--- src/rtl/fifo_wr_arbiter_if.sv ---
// Write-side bus of the FIFO arbiter: requester grant handshake, memory write
// port drive, pointer outputs, and the consumer pop / status flags.
interface fifo_wr_arbiter_if #(
    parameter int unsigned DATA_WIDTH = 8,
    parameter int unsigned PTR_WIDTH  = 3,
    parameter int unsigned NUM_REQ    = 4
);
    logic [NUM_REQ-1:0]            req;
    logic [NUM_REQ*DATA_WIDTH-1:0] req_data;
    logic [NUM_REQ-1:0]            gnt;
    logic                          w_en;
    logic [DATA_WIDTH-1:0]         data_in;
    logic [PTR_WIDTH:0]            b_wptr;
    logic [PTR_WIDTH:0]            b_rptr;
    logic                          rd_en;
    logic                          full;
    logic                          empty;
    logic [PTR_WIDTH:0]            count;

    // Requesters, consumer and memory side
    modport master (
        output req,
        output req_data,
        output rd_en,
        input  gnt,
        input  w_en,
        input  data_in,
        input  b_wptr,
        input  b_rptr,
        input  full,
        input  empty,
        input  count
    );

    // Arbiter / pointer controller side
    modport slave (
        input  req,
        input  req_data,
        input  rd_en,
        output gnt,
        output w_en,
        output data_in,
        output b_wptr,
        output b_rptr,
        output full,
        output empty,
        output count
    );
endinterface

--- src/rtl/fifo_wr_arbiter.sv ---
// Round-robin arbiter sharing one FIFO memory write port among NUM_REQ
// requesters; owns the binary write/read pointers and full/empty/count.
module fifo_wr_arbiter #(
    parameter int unsigned DEPTH      = 8,
    parameter int unsigned DATA_WIDTH = 8,
    parameter int unsigned PTR_WIDTH  = 3,
    parameter int unsigned NUM_REQ    = 4
) (
    input  logic              clk,
    input  logic              rst,
    fifo_wr_arbiter_if.slave  bus
);

    localparam int unsigned PW1   = PTR_WIDTH + 1;
    localparam int unsigned IDX_W = $clog2(NUM_REQ);

    if (DEPTH != (32'd1 << PTR_WIDTH)) begin : g_depth_chk
        $error("fifo_wr_arbiter: DEPTH must equal 2**PTR_WIDTH");
    end
    if (NUM_REQ < 2 || NUM_REQ > 8) begin : g_nreq_chk
        $error("fifo_wr_arbiter: NUM_REQ must be in 2..8");
    end

    logic [PW1-1:0]     wptr_q, wptr_d;
    logic [PW1-1:0]     rptr_q, rptr_d;
    logic [IDX_W-1:0]   last_q, last_d;

    logic               full_c;
    logic               empty_c;
    logic               pop_c;
    logic [NUM_REQ-1:0] gnt_c;
    logic               gnt_any_c;
    logic [IDX_W-1:0]   gnt_idx_c;
    int unsigned        scan_idx;
    logic [DATA_WIDTH-1:0] data_c;

    // Flags from registered pointers; extra MSB separates full from empty
    always_comb begin
        empty_c = (wptr_q == rptr_q);
        full_c  = (wptr_q[PTR_WIDTH] != rptr_q[PTR_WIDTH]) &&
                  (wptr_q[PTR_WIDTH-1:0] == rptr_q[PTR_WIDTH-1:0]);
        pop_c   = bus.rd_en && !empty_c;
    end

    // Round-robin search starting just after the last granted index
    always_comb begin
        gnt_c     = '0;
        gnt_any_c = 1'b0;
        gnt_idx_c = '0;
        scan_idx  = 0;
        if (!rst && !full_c) begin
            for (int unsigned k = 1; k <= NUM_REQ; k++) begin
                scan_idx = (32'(last_q) + k) % NUM_REQ;
                if (!gnt_any_c && bus.req[scan_idx]) begin
                    gnt_any_c          = 1'b1;
                    gnt_idx_c          = IDX_W'(scan_idx);
                    gnt_c[scan_idx]    = 1'b1;
                end
            end
        end
    end

    // Write data mux: granted requester's slice, zero when idle
    always_comb begin
        data_c = '0;
        if (gnt_any_c) begin
            data_c = bus.req_data[32'(gnt_idx_c) * DATA_WIDTH +: DATA_WIDTH];
        end
    end

    always_comb begin
        wptr_d = wptr_q + PW1'(gnt_any_c);
        rptr_d = rptr_q + PW1'(pop_c);
        last_d = gnt_any_c ? gnt_idx_c : last_q;
    end

    // Reset leaves last at NUM_REQ-1 so requester 0 wins first
    always_ff @(posedge clk) begin
        if (rst) begin
            wptr_q <= '0;
            rptr_q <= '0;
            last_q <= IDX_W'(NUM_REQ - 1);
        end else begin
            wptr_q <= wptr_d;
            rptr_q <= rptr_d;
            last_q <= last_d;
        end
    end

    assign bus.gnt     = gnt_c;
    assign bus.w_en    = gnt_any_c;
    assign bus.data_in = data_c;
    assign bus.b_wptr  = wptr_q;
    assign bus.b_rptr  = rptr_q;
    assign bus.full    = full_c;
    assign bus.empty   = empty_c;
    assign bus.count   = wptr_q - rptr_q;

endmodule

--- src/flat_wrapper.sv ---
// flat-port wrapper written by rule: the top's interface ports become plain ports
module fifo_wr_arbiter_flat 
#(
    parameter int unsigned DEPTH      = 8,
    parameter int unsigned DATA_WIDTH = 8,
    parameter int unsigned PTR_WIDTH  = 3,
    parameter int unsigned NUM_REQ    = 4
)
  (clk, rst, bus_req, bus_req_data, bus_rd_en, bus_gnt, bus_w_en, bus_data_in, bus_b_wptr, bus_b_rptr, bus_full, bus_empty, bus_count);
  fifo_wr_arbiter_if #(.DATA_WIDTH(DATA_WIDTH), .PTR_WIDTH(PTR_WIDTH), .NUM_REQ(NUM_REQ)) bus_i ();
  input  logic clk;
  input  logic rst;
  input wire logic [$bits(bus_i.req)-1:0] bus_req;
  input wire logic [$bits(bus_i.req_data)-1:0] bus_req_data;
  input wire logic [$bits(bus_i.rd_en)-1:0] bus_rd_en;
  output wire logic [$bits(bus_i.gnt)-1:0] bus_gnt;
  output wire logic [$bits(bus_i.w_en)-1:0] bus_w_en;
  output wire logic [$bits(bus_i.data_in)-1:0] bus_data_in;
  output wire logic [$bits(bus_i.b_wptr)-1:0] bus_b_wptr;
  output wire logic [$bits(bus_i.b_rptr)-1:0] bus_b_rptr;
  output wire logic [$bits(bus_i.full)-1:0] bus_full;
  output wire logic [$bits(bus_i.empty)-1:0] bus_empty;
  output wire logic [$bits(bus_i.count)-1:0] bus_count;
  assign bus_i.req = bus_req;
  assign bus_i.req_data = bus_req_data;
  assign bus_i.rd_en = bus_rd_en;
  assign bus_gnt = bus_i.gnt;
  assign bus_w_en = bus_i.w_en;
  assign bus_data_in = bus_i.data_in;
  assign bus_b_wptr = bus_i.b_wptr;
  assign bus_b_rptr = bus_i.b_rptr;
  assign bus_full = bus_i.full;
  assign bus_empty = bus_i.empty;
  assign bus_count = bus_i.count;
  fifo_wr_arbiter #(.DEPTH(DEPTH), .DATA_WIDTH(DATA_WIDTH), .PTR_WIDTH(PTR_WIDTH), .NUM_REQ(NUM_REQ)) u_core (.clk(clk), .rst(rst), .bus(bus_i));
endmodule
--- config.mk ---
export PLATFORM = sky130hd
export DESIGN_NAME = fifo_wr_arbiter_flat
export DESIGN_NICKNAME = d
export VERILOG_FILES = /design/src/rtl/fifo_wr_arbiter_if.sv /design/src/rtl/fifo_wr_arbiter.sv /design/src/flat_wrapper.sv
export SDC_FILE = /design/constraint.sdc
export NUM_CORES = 1
export LEC_CHECK = 0
export ABC_AREA = 1
export CORE_UTILIZATION = 47
export CTS_CLUSTER_DIAMETER = 100
export DETAILED_ROUTE_END_ITERATION = 8
export PLACE_DENSITY = 0.89
export SLEW_MARGIN = 40
export SYNTH_ARGS = -nofsm -noshare
export SYNTH_HDL_FRONTEND = slang
export SYNTH_SLANG_ARGS = --single-unit
--- constraint.sdc ---
create_clock -name clk -period 9.36 [get_ports clk]
set_clock_uncertainty 0.2 [all_clocks]
set_input_delay 2.808 -clock clk [delete_from_list [all_inputs] [get_ports clk]]
set_output_delay 2.808 -clock clk [all_outputs]
set_load 0.005 [all_outputs]
# Word level (Yosys, flattened, before mapping)

Index checks and enable logic that the tools add are counted.

Bits in registers: 10
Bits in latches: 0
RAM bits: 0
Memory bits (read-only): 0
Input port bits: 39
Word-level logic and storage cells: 79
Memories kept: 0

Add/sub/neg operators: 7
$mul: 0
Div/mod/pow operators: 0
Order comparisons: 8
Equality and inequality tests: 3
Shift operators: 1
Muxes and demuxes: 38
Bitwise logic cells: 3
Reductions and logical operators: 16

Operators with widths:

| kind                                                                         | count |
|---|---|
| 4-bit two-way mux                                                            | 8 |
| 32-bit by 6-bit indexed part select with 8-bit output                        | 1 |
| 1-bit two-way mux                                                            | 16 |
| 2-bit by 3-bit less-than comparator with 1-bit output, second input constant | 4 |
| 4-bit OR                                                                     | 3 |
| 1-bit logical AND                                                            | 10 |
| 2-bit two-way mux                                                            | 5 |
| 4-bit by 1-bit adder with 4-bit output                                       | 2 |
| 1-bit binary-select mux with 2-bit select                                    | 4 |
| 1-bit demux with 2-bit select                                                | 4 |
| 2-bit by 1-bit >= comparator with 1-bit output, second input constant        | 4 |
| 8-bit two-way mux                                                            | 1 |
| 1-bit logical NOT                                                            | 6 |
| 2-bit by 1-bit adder with 2-bit output, second input constant                | 2 |
| 2-bit adder, second input constant                                           | 2 |
| 4-bit equality test                                                          | 1 |
| 4-bit subtractor                                                             | 1 |
| 3-bit equality test                                                          | 1 |
| 1-bit inequality test                                                        | 1 |

# Logic depth before layout (Yosys ltp)

Gate-level depths: netlist of run 1.

Depth in word-level cells: 19
Gate-level depth with buffers: 16
Depth with buffers taken out: 15

# Worst setup path before layout of run 1

No wires, ideal clock.

Path type: input to output
Start point: input port bus_req[2]
End point: output port bus_data_in[3]
Arrival time: 3.885 ns
Data required time: 6.352 ns
Setup slack: 2.467 ns
Stages on the path: 13
Cells stage by stage: inv_1 > nand2_1 > nand3_2 > nand2_4 > inv_4 > o21ai_2 > nand2_2 > nand2_8 > nand2_8 > buf_8 > nand2_2 > nand3_1 > a21oi_1

Longest elaborated chain between the ends: 18
Elaborated cells on any way between the ends: 29
Classes of those cells: shift: 1; mux: 22; reduce/logical: 6

Ends and longest elaborated chain:

| what                                                  | line                  | text |
|---|---|---|
| from (decl)                                           | flat_wrapper.sv:13    | `input wire logic [$bits(bus_i.req)-1:0] bus_req;` |
| 1-bit binary-select mux with 2-bit select             | fifo_wr_arbiter.sv:54 | `if (!gnt_any_c && bus.req[scan_idx]) begin` |
| 1-bit two-way mux (not written as such)               | fifo_wr_arbiter.sv:54 |  |
| 1-bit two-way mux                                     | fifo_wr_arbiter.sv:54 |  |
| 1-bit two-way mux                                     | fifo_wr_arbiter.sv:51 | `if (!rst && !full_c) begin` |
| 1-bit logical NOT                                     | fifo_wr_arbiter.sv:54 |  |
| 1-bit logical AND                                     | fifo_wr_arbiter.sv:54 |  |
| 1-bit two-way mux                                     | fifo_wr_arbiter.sv:54 |  |
| 1-bit two-way mux                                     | fifo_wr_arbiter.sv:51 |  |
| [2 not listed]                                        | n/a                   |  |
| 1-bit two-way mux                                     | fifo_wr_arbiter.sv:54 |  |
| 1-bit two-way mux                                     | fifo_wr_arbiter.sv:51 |  |
| 1-bit logical NOT                                     | fifo_wr_arbiter.sv:54 |  |
| 1-bit logical AND                                     | fifo_wr_arbiter.sv:54 |  |
| 2-bit two-way mux                                     | fifo_wr_arbiter.sv:54 |  |
| 2-bit two-way mux                                     | fifo_wr_arbiter.sv:51 |  |
| 32-bit by 6-bit indexed part select with 8-bit output | fifo_wr_arbiter.sv:67 | `data_c = bus.req_data[32'(gnt_idx_c) * DATA_WIDTH +: DATA_WIDTH];` |
| 8-bit two-way mux *                                   | fifo_wr_arbiter.sv:66 | `if (gnt_any_c) begin` |
| to (decl)                                             | flat_wrapper.sv:18    | `output wire logic [$bits(bus_i.data_in)-1:0] bus_data_in;` |

Mark *: on every way between the ends. The rest lies on a longest branch, timed or not. The select of a mux whose other input is x is not followed.

# Worst setup path in the final report of run 1

Start point: input port bus_req[0]
End point: output port bus_data_in[2]

Same word-level chain as after synthesis.

==> metrics, run 1 <==
clock sinks=10; drt wl/cell=9.90 um; Slew headroom=about three fifths; # setup viols final=0; switching share of power=a little over half; H-tree depth=1; synthesized cell area=1540 um^2; Hold Buf Count CTS=0; worst setup path start=bus_req[0]; asr flop ratio synth=0%; Ys Warns=0; leakage=1.12 nW; synth unique cells=33; Most used DFF post-synth=dfxtp_1; row count=20; FMAX=0.123 GHz; Layout area overhead=45.8%; placed cells=347; RR Startpoint=u_core.last_q[0]$_SDFFE_PP1P_; CP Capture Type=output pin; syn nets=297; DP Wirelength=roughly 2900 um; post-CTS sizing=0; DR vias/cell=between 4 and 5; Syn Inst Count=242; post-route ant nets=0; Sw Pwr=0.382 mW; Worst R2R Path Depth=12; Congestion Overflow GR=0; critical path class=in2out; Max Fanout on Critical Path=19; Port Buffer Count=between 60 and 70; GRT Total Usage=21.0%; power share of the combinational group=a little over four fifths; final hold vios=0; Synth area leaders=dfxtp_1, ha_1, inv_1, nand2_1, nand2_2; Area after DPL=around 2200 um^2; initial antenna violation count=0; CP required=around 6.4 ns; final critical-path share of the clock period=86.5%; Worst Setup EP=bus_data_in[2]; DR iter-0 viols=34; total inserted antenna cells=0; Worst VDD drop=184 uV; area leader, netlist=dfxtp_1; first-pass GRT wire length=approximately 5800 um; vias in the first global route=1,465; Place WS=1.26 ns; hold path cells=2; Total Wirelength=3480 um; WHS=slightly above 0.3 ns; TritonRoute pass-1 iters=4; Yosys top cell area share=13.0%; fin. max-slew vios=0; fin nets=363; GPL Wtd Cong=about 0.9; worst skew pair latency=0.27 ns; design area=approximately 2200 um^2; Least-Margin Pin Slew=approximately 0.6 ns; die height=59.3 um; final setup margin=1.26 ns; syn_area_per_cell=~6.4 um^2; Max Cap Viol=0; RSZ-0062 raised after global routing=false; CTS Buf Count=3; Clock transition at path regs=about 0.07 ns; Via Count=1,670; largest net degree at the start of global routing=20; Reg-to-Reg End=u_core.bus.b_wptr[3]$_SDFF_PP0_; outcome=completed; setup TNS=0 ns; critical path startpoint category=primary input; Min Clock Period, post-route=8.10 ns; number of flops mapped to enable cells by yosys=0; DIE WIDTH=59.3 um; Sequential Power Share=10.5%; Initial Util=50.1%; clock network fraction of total power=5.3%; drt drc=0; HP Class=reg2reg; root buffer cell=clkbuf_4; pwr dens=roughly 330 nW/um^2; R2R setup slack=6.49 ns; Seq cells post-synth=10; CORE AREA=3080 um^2; CTS tree=done; WP data arrival=5.09 ns; CTS Buffer Depth=2; post-route insts no fill=approximately 350; Int Pwr=0.351 mW; Post CTS Setup Buffer Count=0; post-synthesis sequential area ratio=between 10% and 20%; die area=3520 um^2; I/O Pins=66; layout cells sized above 1=15.6%
[cells in the final DEF (no fill, tap or decap), types with 4 or more instances in the layout]
| cell type | n |
|---|---|
| a21oi_1 | 11 |
| clkdlybuf4s50_1 | 65 |
| dfxtp_1 | 10 |
| ha_1 | 15 |
| inv_1 | 41 |
| inv_2 | 4 |
| nand2_1 | 36 |
| nand2_2 | 20 |
| nand2_4 | 4 |
| nand3_1 | 25 |
| nand3b_1 | 4 |
| nor2_1 | 26 |
| o21ai_0 | 13 |
| or2_0 | 4 |
| xnor2_1 | 4 |
[sequential cells by signal (all words and copies together), names as in the netlist]
| name | cells |
|---|---|
| u_core.bus.b_rptr | 4 |
| u_core.bus.b_wptr | 4 |
| u_core.last_q | 2 |
[worst min path at each step]
stage / from / end / slack, ns
after floorplan: u_core.bus.b_wptr[3]$_SDFF_PP0_ / u_core.bus.b_wptr[3]$_SDFF_PP0_ / 0.29
after global placement: u_core.bus.b_rptr[3]$_SDFF_PP0_ / u_core.bus.b_rptr[3]$_SDFF_PP0_ / 0.29
after detailed placement: u_core.bus.b_rptr[3]$_SDFF_PP0_ / u_core.bus.b_rptr[3]$_SDFF_PP0_ / 0.30
after global routing: u_core.bus.b_rptr[3]$_SDFF_PP0_ / u_core.bus.b_rptr[3]$_SDFF_PP0_ / 0.32
final: u_core.bus.b_rptr[3]$_SDFF_PP0_ / u_core.bus.b_rptr[3]$_SDFF_PP0_ / 0.31
after CTS: u_core.bus.b_rptr[3]$_SDFF_PP0_ / u_core.bus.b_rptr[3]$_SDFF_PP0_ / 0.31
[metal layers]
layer  part of all wire, %  up-vias  global-route usage (%)
li1                      -      888                       -
met1                    45      723                    26.3
met2                    48       56                    35.8
met3                   6.5        3                    3.71
met4                  0.83        0                    7.14
met5                     0        -                       0
[synth_stat cells, types with 2 or more instances]
master and count:
a21oi_1 11, dfxtp_1 10, ha_1 15, inv_1 41, inv_2 4, inv_4 2
nand2_1 36, nand2_2 20, nand2_4 4, nand2_8 2, nand3_1 25, nand3_2 3
nand3b_1 4, nor2_1 26, nor2_4 2, o21ai_0 13, or2_0 4, or2_2 2
xnor2_1 4
[worst max-delay path, stage by stage]
cell             delay, ns
clkdlybuf4s50_1       0.51
nand2_1               0.09
nand2_2               0.14
nand2_2               0.07
nand2_4               0.10
inv_4                 0.06
nand4_2               0.08
nand2_4               0.09
inv_4                 0.16
nand2_8               0.13
inv_2                 0.12
or2_0                 0.12
nand2_1               0.05
nand2_1               0.06
clkdlybuf4s50_1       0.49
[power groups by stage]
stage / Combinational, mW / Sequential [mW] / Clock (mW)
after floorplan: 0.433 / 0.0678 / 0
after global placement: 0.606 / 0.0782 / 0
after detailed placement: 0.617 / 0.0787 / 0
after CTS: 0.620 / 0.0774 / 0.0403
after global routing: 0.692 / 0.0802 / 0.0429
final: 0.617 / 0.0770 / 0.0392
[through the flow]
| stage | total power, mW | utilization [%] |
|---|---|---|
| 3_5_place_dp | 0.695 | 71.9 |
| 3_3_place_gp | 0.684 | 71.9 |
| 2_1_floorplan | 0.501 | - |
| 5_1_grt | 0.815 | 73.1 |
| 6_report | 0.733 | 73.1 |
| 4_1_cts | 0.737 | 73.1 |
[cell families after synthesis]
family                     count (synthesis)  synth area share [%]
DFF                                       10                  13.0
AOI/OAI and AO/OA                         27                  9.41
xor gates and xnor gates                   5                  2.84
and+or+nand+nor                          132                  46.6
adders and majority gates                 16                  13.5
buffers and inverters                     52                  14.8
[cell type report]
cell class	instances	area (um^2)
clock buffer	4	36.3
multi-input combinational	180	1110
inverter	48	193
tap	44	55.1
sequential	10	200
fill	260	828
timing repair buffer	65	651
No activity file was read; power rests on OpenSTA's default activity.
==> inputs of run 2 (changes only) <==
--- a/config.mk
+++ b/config.mk
@@ -9,6 +9,7 @@
 export CORE_UTILIZATION = 47
 export CTS_CLUSTER_DIAMETER = 100
 export DETAILED_ROUTE_END_ITERATION = 8
+export GPL_ROUTABILITY_DRIVEN = 0
 export PLACE_DENSITY = 0.89
 export SLEW_MARGIN = 40
 export SYNTH_ARGS = -nofsm -noshare
==> results of run 2 <==
Final layout, timing and power as in run 1 (identical DEF).
==> inputs of run 3 (changes only) <==
--- a/config.mk
+++ b/config.mk
@@ -6,11 +6,11 @@
 export NUM_CORES = 1
 export LEC_CHECK = 0
 export ABC_AREA = 1
-export CORE_UTILIZATION = 47
+export CORE_UTILIZATION = 40
 export CTS_CLUSTER_DIAMETER = 100
 export DETAILED_ROUTE_END_ITERATION = 8
 export GPL_ROUTABILITY_DRIVEN = 0
-export PLACE_DENSITY = 0.89
+export PLACE_DENSITY = 0.77
 export SLEW_MARGIN = 40
 export SYNTH_ARGS = -nofsm -noshare
 export SYNTH_HDL_FRONTEND = slang
==> run 3 against run 2 <==
Clock power rose by 10%; sequential share of layout area is essentially flat; critical path depth unchanged; clock-buffer cell count decreased by 1; via count decreased by 0.24%; worst setup slack worse by 0.015 ns; first-iteration DRC count grew to 3.8 times the previous value; design area grew 0.44%; combinational power about the same; hold slack barely moved; highest routed layer unchanged.
==> metrics, run 3 (synthesis results as in run 1) <==
outcome=completed; fillers=362 (+39%); CP Capture Type=output pin; post-route ant nets=0 (unchanged); first-pass GRT wire length=6100 um (+5.2%); most frequent cells in the layout=clkdlybuf4s50_1, inv_1, nand2_1, nor2_1, nand3_1; worst path cell trace=clkdlybuf4s50_1 > nand2_1 > nand2_2 > nand2_2 > nand2_4 > inv_4 > nand4_2 > nand2_4 > inv_4 > nand2_8 > inv_2 > or2_0 > nand2_1 > nand2_1 > clkdlybuf4s50_1; Via Count=1,666 (-0.24%); CTS Buf Count=3 (unchanged); setup TNS=0 ns (unchanged); Total Wirelength=3600 um (+3.5%); family with the most delay on the worst path=buffers and inverters; CTS tree=done; total inserted antenna cells=0 (unchanged); die area=4110 um^2 (+17%); root buffer cell=clkbuf_8; Layout area overhead=46.5%; WP data arrival=5.10 ns (about the same); Max Fanout on Critical Path=19 (unchanged); Congestion Overflow GR=0 (unchanged); Least-Margin Pin Slew=0.631 ns (+0.0401 ns); Port Buffer Count=65 (unchanged); multi-input logic area=1110 um^2 (unchanged); drt drc=0 (unchanged); CTS Buffer Depth=2 (unchanged); commonest non-fill, non-tap cell in the layout=clkdlybuf4s50_1; DR vias/cell=4.71 (-1.1%); Int Pwr=0.356 mW (+1.3%); Max Cap Viol=0 (unchanged); pwr dens=325 nW/um^2 (-0.10%); critical path class=in2out; Hold Buf Count CTS=0 (unchanged); largest net degree at the start of global routing=20 (unchanged); GRT Total Usage=18.2% (-2.8 points); DIE WIDTH=64.1 um (+8.1%); HP Class=reg2reg; slowest CP cell=clkdlybuf4s50_1; DR iter-0 viols=129 (+280%); fin. max-slew vios=0 (unchanged); CP bufs+invs=5 (unchanged); RSZ-0062 raised after global routing=false; I/O Pins=66 (unchanged); clock sinks=10 (unchanged); row count=22 (+10%); Sequential Power Share=10.6% (about the same); most used cell, CP=nand2_1; Min Clock Period, post-route=8.11 ns (+0.0147 ns); CP required=6.35 ns (about the same); clock network fraction of total power=5.9% (+0.6 points); worst skew pair latency=0.23 ns (-0.04 ns); Clock transition at path regs=0.04 ns (-0.03 ns); post-CTS sizing=0 (unchanged); FMAX=0.123 GHz (-0.18%); Worst VDD drop=179 uV (-3.1%); H-tree depth=1 (unchanged); Initial Util=41.8% (-8.3 points); Core Util, Final=61.3% (-12 points); Post CTS Setup Buffer Count=0 (unchanged); WHS=0.306 ns (-0.000290 ns); fin nets=363 (unchanged); vias in the first global route=1,518 (+3.6%); final critical-path share of the clock period=86.7% (+0.16 points); switching share of power=51.6% (-0.44 points); die height=64.1 um (+8.1%); Crit path largest cell delay=0.51 ns (about the same); total design power=0.735 mW (+0.34%); DP Wirelength=2940 um (+1.8%); layout cells sized above 1=15.4% (-0.28 points); CORE AREA=3690 um^2 (+20%); final hold vios=0 (unchanged); TritonRoute pass-1 iters=4 (unchanged); initial antenna violation count=0 (unchanged); power share of the combinational group=83.5% (-0.6 points); Sw Pwr=0.380 mW (-0.51%); critical path startpoint category=primary input; # setup viols final=0 (unchanged); leakage=1.12 nW (about the same); drt wl/cell=10.2 um (+2.6%); Slew headroom=57.9% (-2.7 points); Reg area=200 um^2 (unchanged)
[run 3: final timing paths]
path | startpoint | end | slack, ns | depth (start not counted)
worst min-delay path | u_core.bus.b_rptr[3]$_SDFF_PP0_ | u_core.bus.b_rptr[3]$_SDFF_PP0_ | 0.31 | 2
worst max-delay path | bus_req[0] | bus_data_in[2] | 1.25 | 15
worst min register to register | u_core.bus.b_rptr[3]$_SDFF_PP0_ | u_core.bus.b_rptr[3]$_SDFF_PP0_ | 0.31 | 2
worst max register to register | u_core.last_q[0]$_SDFFE_PP1P_ | u_core.bus.b_wptr[3]$_SDFF_PP0_ | 6.42 | 13
[run 3: final cells by class]
type | count | share of cell area [%]
clock buffers | 3 | 1.83
repair buffers | 65 | 28.8
flip-flops and latches | 10 | 8.86
multi-input cells | 180 | 49.3
inverters | 48 | 8.53
well taps | 48 | 2.66
[run 3: routing by layer]
metal  GRT usage (%)  vias up  part of all wire (%)
met3            3.57        6                   6.8
met4            5.00        0                   1.1
li1                -      884                     -
met1            22.7      715                    46
met5               0        -                     0
met2            31.5       61                    45
[run 3: metrics by stage]
stage / area (um^2) / worst slack (ns) / instances
after floorplan: 1540 / 2.47 / 242
after global placement: 2220 / 1.23 / 351
after detailed placement: 2220 / 1.22 / 351
after CTS: 2260 / 1.21 / 354
after global routing: 2260 / 1.03 / 354
final: 2260 / 1.25 / 354
[run 3: power by group through the flow]
| stage | logic (mW) | registers [mW] | clock network (mW) |
|---|---|---|---|
| final | 0.614 | 0.0781 | 0.0432 |
| after global routing | 0.685 | 0.0807 | 0.0463 |
| after CTS | 0.619 | 0.0782 | 0.0443 |
| after detailed placement | 0.614 | 0.0787 | 0 |
| after global placement | 0.612 | 0.0783 | 0 |
| after floorplan | 0.433 | 0.0678 | 0 |
[run 3: worst register-to-register path: stages, from the launching register on]
cell and delay (ns):
dfxtp_1 0.72, inv_8 0.12, ha_1 0.42, inv_2 0.12
nand2_2 0.07, nand2_4 0.10, inv_4 0.06, nand4_2 0.08
nand2_4 0.09, inv_4 0.17, ha_1 0.22, nand3_1 0.10
or2_2 0.29, a21oi_1 0.12
